### src/rtl/btn_updown_cond.sv
// Raw UP/DOWN buttons -> debounced, single-owner, one-cycle UP/DOWN edit strobes (optional hold auto-repeat).
// Latency: press to first strobe DEB_CNT+3 cycles; no backpressure, strobes are fire-and-forget.
// Define BTN_AUTOREPEAT_EN for hold-to-repeat; undefined gives exactly one strobe per press.
module btn_updown_cond #(
    parameter int DEB_CNT  = 500_000,
    parameter int HOLD_CNT = 50_000_000,
    parameter int RPT_CNT  = 10_000_000
) (
    input  logic CLK,
    input  logic RST,
    input  logic EN,
    input  logic BTN_UP,
    input  logic BTN_DOWN,
    output logic UP,
    output logic DOWN,
    output logic HELD
);

    localparam int DW = (DEB_CNT > 1) ? $clog2(DEB_CNT) : 1;
    localparam logic [DW-1:0] DEB_LAST = DW'(DEB_CNT - 1);

`ifdef BTN_AUTOREPEAT_EN
    localparam int TMAX = (HOLD_CNT > RPT_CNT) ? HOLD_CNT : RPT_CNT;
    localparam int TW   = (TMAX > 1) ? $clog2(TMAX) : 1;
    localparam logic [TW-1:0] HOLD_LAST = TW'(HOLD_CNT - 1);
    localparam logic [TW-1:0] RPT_LAST  = TW'(RPT_CNT - 1);
    logic [TW-1:0] timer_q, timer_d;
`else
    logic cfg_unused;
    assign cfg_unused = (HOLD_CNT > RPT_CNT);
`endif

    typedef enum logic [1:0] {IDLE, PRESS, HOLD_WAIT, REPEAT} state_t;

    // Bit 0 is the UP button, bit 1 the DOWN button.
    logic [1:0]    s1_q, s1_d, s2_q, s2_d;
    logic [1:0]    stab_q, stab_d, stab_prev_q, stab_prev_d;
    logic [DW-1:0] cnt_q [2];
    logic [DW-1:0] cnt_d [2];

    state_t state_q, state_d;
    logic   owner_q, owner_d;
    logic   up_q, up_d, down_q, down_d, held_q, held_d;
    logic [1:0] rise;
    logic       own_lvl;

    always_comb begin
        s1_d        = {BTN_DOWN, BTN_UP};
        s2_d        = s1_q;
        stab_prev_d = stab_q;
        stab_d      = stab_q;
        for (int i = 0; i < 2; i++) begin
            cnt_d[i] = cnt_q[i];
            if (s2_q[i] == stab_q[i]) begin
                cnt_d[i] = '0;
            end else if (cnt_q[i] == DEB_LAST) begin
                cnt_d[i]  = '0;
                stab_d[i] = s2_q[i];
            end else begin
                cnt_d[i] = cnt_q[i] + 1'b1;
            end
        end
    end

    assign rise    = stab_q & ~stab_prev_q;
    assign own_lvl = stab_q[owner_q];

    always_comb begin
        state_d = state_q;
        owner_d = owner_q;
        up_d    = 1'b0;
        down_d  = 1'b0;
`ifdef BTN_AUTOREPEAT_EN
        timer_d = timer_q;
`endif
        if (!EN) begin
            state_d = IDLE;
`ifdef BTN_AUTOREPEAT_EN
            timer_d = '0;
`endif
        end else begin
            case (state_q)
                IDLE: begin
                    // Simultaneous presses resolve to UP; the loser is dropped, not queued.
                    if (rise[0] || rise[1]) begin
                        owner_d = !rise[0];
                        up_d    = rise[0];
                        down_d  = !rise[0];
                        state_d = PRESS;
`ifdef BTN_AUTOREPEAT_EN
                        timer_d = '0;
`endif
                    end
                end
                PRESS: begin
                    if (!own_lvl) begin
                        state_d = IDLE;
                    end else begin
                        state_d = HOLD_WAIT;
`ifdef BTN_AUTOREPEAT_EN
                        timer_d = timer_q + 1'b1;
`endif
                    end
                end
                HOLD_WAIT, REPEAT: begin
                    if (!own_lvl) begin
                        state_d = IDLE;
`ifdef BTN_AUTOREPEAT_EN
                        timer_d = '0;
                    end else if ((state_q == HOLD_WAIT && timer_q == HOLD_LAST) ||
                                 (state_q == REPEAT && timer_q == RPT_LAST)) begin
                        up_d    = !owner_q;
                        down_d  = owner_q;
                        timer_d = '0;
                        state_d = REPEAT;
                    end else begin
                        timer_d = timer_q + 1'b1;
`endif
                    end
                end
                default: state_d = IDLE;
            endcase
        end
        held_d = (state_d != IDLE);
    end

    always_ff @(posedge CLK) begin
        if (RST) begin
            s1_q        <= '0;
            s2_q        <= '0;
            stab_q      <= '0;
            stab_prev_q <= '0;
            cnt_q[0]    <= '0;
            cnt_q[1]    <= '0;
            state_q     <= IDLE;
            owner_q     <= 1'b0;
            up_q        <= 1'b0;
            down_q      <= 1'b0;
            held_q      <= 1'b0;
`ifdef BTN_AUTOREPEAT_EN
            timer_q     <= '0;
`endif
        end else begin
            s1_q        <= s1_d;
            s2_q        <= s2_d;
            stab_q      <= stab_d;
            stab_prev_q <= stab_prev_d;
            cnt_q[0]    <= cnt_d[0];
            cnt_q[1]    <= cnt_d[1];
            state_q     <= state_d;
            owner_q     <= owner_d;
            up_q        <= up_d;
            down_q      <= down_d;
            held_q      <= held_d;
`ifdef BTN_AUTOREPEAT_EN
            timer_q     <= timer_d;
`endif
        end
    end

    assign UP   = up_q;
    assign DOWN = down_q;
    assign HELD = held_q;

endmodule

### config.mk
export PLATFORM = sky130hd
export DESIGN_NAME = btn_updown_cond
export DESIGN_NICKNAME = d
export VERILOG_FILES = /design/src/rtl/btn_updown_cond.sv
export SDC_FILE = /design/constraint.sdc
export NUM_CORES = 1
export LEC_CHECK = 0
export ABC_AREA = 1
export BUFFER_PORTS_ARGS = -buffer_cell sky130_fd_sc_hd__buf_2
export CAP_MARGIN = 5
export CELL_PAD_IN_SITES_DETAIL_PLACEMENT = 1
export CELL_PAD_IN_SITES_GLOBAL_PLACEMENT = 1
export CORE_MARGIN = 2
export CORE_UTILIZATION = 44
export CTS_CLUSTER_SIZE = 24
export DETAILED_ROUTE_END_ITERATION = 7
export GPL_TIMING_DRIVEN = 1
export PLACE_DENSITY_LB_ADDON = 0.08
export SLEW_MARGIN = 20
export SYNTH_ARGS = -nofsm -noshare
export SYNTH_HDL_FRONTEND = slang
export SYNTH_SLANG_ARGS = --single-unit
### constraint.sdc
create_clock -name CLK -period 1.7 [get_ports CLK]
set_input_delay 0.34 -clock CLK [delete_from_list [all_inputs] [get_ports CLK]]
set_output_delay 0.34 -clock CLK [all_outputs]
set_load 0.05 [all_outputs]
==> impl_results.md <==
* Aggregate global-route resource usage at 20.1%
* Mux cell area share after synthesis at 0%
* Inserted Diodes at 0
* Hold_buf cts at 0
* H-tree depth at 2
* Critical setup path kind: register to register
* Post-synthesis simple-gate area fraction at 37.4%
* Post-Synth XOR/XNOR Area at 6.30%
* Area Growth Syn to Fin at 10.1%
* Placed Instances at 447
* Core footprint at 0.00551 mm2
* Detailed router's first-iteration violation count at 48
* Warnings, synthesis at 0
* Outcome: complete, no violations
* Final setup fails at 0
* Number of synthesized register bits at 52
* Area contributors post-synth: dfxtp_1, nand2_1, nor2_1
* Worst path slowest cell: dfxtp_1
* R2R setup slack at 0.19 ns
* Critical Path Sink: cnt_q[0][18]
* Horiz. Die Dim at 79.4 um
* Sink Count at 52
* Synth area leader: dfxtp_1
* Syn_area_per_cell at 6.85 um2
* Total number of vias at 2,195
* Largest net degree at the start of global routing at 19
* Least-Margin Pin Slew at 0.386 ns
* CTS Buf Count at 5
* Gp weighted congestion at 0.784
* Multi-input logic area at 0.00126 mm2
* Final worst path period share at 88.5%
* Via density per instance at 4.82
* Maxcap violations at 0
* CTS Root Cell: clkbuf_8
* Routed Antenna Nets at 0
* RSZ-0062 raised after global routing: false
* First-pass GRT wire length at 9.96 mm
* Register area at 0.00104 mm2
* Pre-antenna DRT Iters at 4
* Chip height at 79.4 um
* Non-Filler Instances at 455
* Layout cells sized above 1 at 11.0%
* WL/cell at 12.3 um
* Io pins at 8
* Int Pwr at 1.54 mW
* P_sw at 482 uW
* Pwr Density at 735 mW/mm2
* Row count at 27
* Adder-Cell Fraction of Synth Area at 1.00%
* PortBufs at 7
* DIE AREA at 0.00630 mm2
* Arr. time, crit path at 1.70 ns
* VDD IR max at 312 uV
* Detailed Route WL at 5.61 mm
* Maximum fanout along the worst path at 17
* Resized Gates After CTS at 0
* Mapped Nets at 372
* Switching Share at 23.8%
* Synth top area share at 41.6%
* Min cycle time layout at 1.51 ns
* Setup TNS at 0 ns
* Synth Instances at 365
* Post-CTS Setup Bufs at 0
* Fin nets at 389
* Worst-skew pair later-pin latency at 0.31 ns
* Synthesized area at 0.00250 mm2
* Initial antenna violation count at 0
* Worst path max stage delay at 0.37 ns
* Post-DP HPWL at 4.48 mm
* Distinct cells, synth at 26
* Fillers at 760
* Reg2Reg Launch Point: cnt_q[0][1]
* Combinational family with the most area after synthesis: simple AND/OR/NAND/NOR gates
* Vias in the first global route at 2,295
* Clk_skew at 0.0115 ns
* Longest Clk Path Bufs at 2
* Initial core utilization at 45.4%
* Seq pwr share at 60.6%
* Congestion Overflow GR at 0
* Reg-to-Reg End: cnt_q[0][18]
* Compound-gate portion of the synthesized area at 5.20%
* Clock transition at path regs at 0.11 ns
* Final hold violation count at 0
* Number of remaining DRC errors at 0
* R2R depth at 8
* Fmax achieved at 664 MHz
* Clock network fraction of design power at 37.5%
* Max Transition Viols Final at 0
* Crit path launch: cnt_q[0][1]
* Sequential area share after synthesis at 41.6%
* CTS tree: done
* Logic pwr share at 1.9%
* Worst Setup Start Kind: register
* Slew headroom at 74.2%
* Worst endpoint required time at 1.90 ns
* Crit. End Element: register
* Lkg Pwr at 0.948 nW
* CP cell instances: ha_2, inv_2, nor2_4, nand3_2, nor2_2, nand2_1, nand2_8, a21oi_1
* Hold/Removal Path Class: input pin to register
==> sequential cells by signal, summed over array words and instances, names as in the netlist <==
register     count
HELD             1
UP               1
state_q          2
DOWN             1
s1_q             2
owner_q          1
cnt_q           38
stab_prev_d      2
s2_q             2
stab_prev_q      2
==> cell usage after synthesis <==
cell type,instances
o21bai_1,1
buf_6,1
nand3_1,25
nand2_2,2
or2_0,2
inv_2,1
nand3b_1,1
nand2_1,84
xor2_1,13
nand2_4,1
nand4_1,4
or2_2,2
nor2_1,82
o211ai_1,1
buf_12,1
dfxtp_1,52
xnor2_1,5
nor2_4,1
nor3_1,2
ha_1,2
inv_1,45
buf_4,1
nor2_2,12
nand3_2,1
a21oi_1,12
o21ai_0,11
==> layer usage <==
metal,track usage [%],part of all wire [%]
met5,0,0
met4,6.38,1.7
met3,3.51,1.4
met2,37.5,50
met1,23.1,46
==> layout make-up <==
| class | count | share of cell area, % |
|---|---|---|
| clock buffers | 5 | 2.50 |
| clock inverters | 3 | 1.00 |
| inverters | 46 | 6.27 |
| multi-input cells | 264 | 45.8 |
| flip-flops and latches | 52 | 37.8 |
| well taps | 72 | 3.27 |
| repair buffers | 13 | 3.36 |
==> stage by stage <==
step	util [%]	setup slack (ns)	cell area [um2]	hold slack, ns	power [mW]
detailed placement	48.0	0.111	2650	0.406	1.29
finish	50.0	0.195	2750	0.226	2.02
CTS	49.8	0.104	2740	0.217	2.05
global route	50.0	0.0584	2750	0.206	2.11
floorplan	-	0.213	2500	0.388	1.28
global placement	48.0	0.159	2650	0.391	1.29
==> kinds of logic after synthesis <==
| logic type | count (synthesis) |
|---|---|
| and+or+nand+nor | 219 |
| buffers and inverters | 49 |
| adders and majority gates | 2 |
| xor gates and xnor gates | 18 |
| AOI/OAI and AO/OA | 25 |
| DFF | 52 |
==> cell usage in the layout (no fill, tap or decap), types with 4 or more instances in the layout <==
cell type and count:
nor2_2 12, nand3_1 25, buf_4 5, xnor2_1 5, buf_2 7, clkbuf_8 5
inv_1 45, nand4_1 4, nor2_1 82, a21oi_1 12, o21ai_0 11, xor2_1 13
dfxtp_1 52, nand2_1 84
==> critical path: cells and delay by family, from the launching register on <==
family,cells,cell delay [ns]
AO/OA/AOI/OAI,1,0.06
adder cells (fa/ha/maj),1,0.24
flip-flops,1,0.37
buffers and inverters,1,0.06
AND/OR/NAND/NOR,5,0.66
==> power groups by stage <==
| stage | sequential, mW | clock (mW) | combinational, mW |
|---|---|---|---|
| after floorplan | 1.25 | 0 | 0.0269 |
| after global placement | 1.25 | 0 | 0.0375 |
| after detailed placement | 1.25 | 0 | 0.0389 |
| after CTS | 1.23 | 0.788 | 0.0390 |
| after global routing | 1.23 | 0.838 | 0.0439 |
| final | 1.23 | 0.759 | 0.0389 |
==> worst min path at each step <==
stage / startpoint / endpoint / slack, ns / depth (start not counted)
global placement: s1_q[0] / s2_q[0] / 0.39 / 2
finish: BTN_DOWN / s1_q[1] / 0.23 / 3
detailed placement: s1_q[1] / s2_q[1] / 0.41 / 2
global route: BTN_DOWN / s1_q[1] / 0.21 / 3
floorplan: s1_q[0] / s2_q[0] / 0.39 / 2
CTS: BTN_DOWN / s1_q[1] / 0.22 / 3
(Power assumes the default switching activity.)
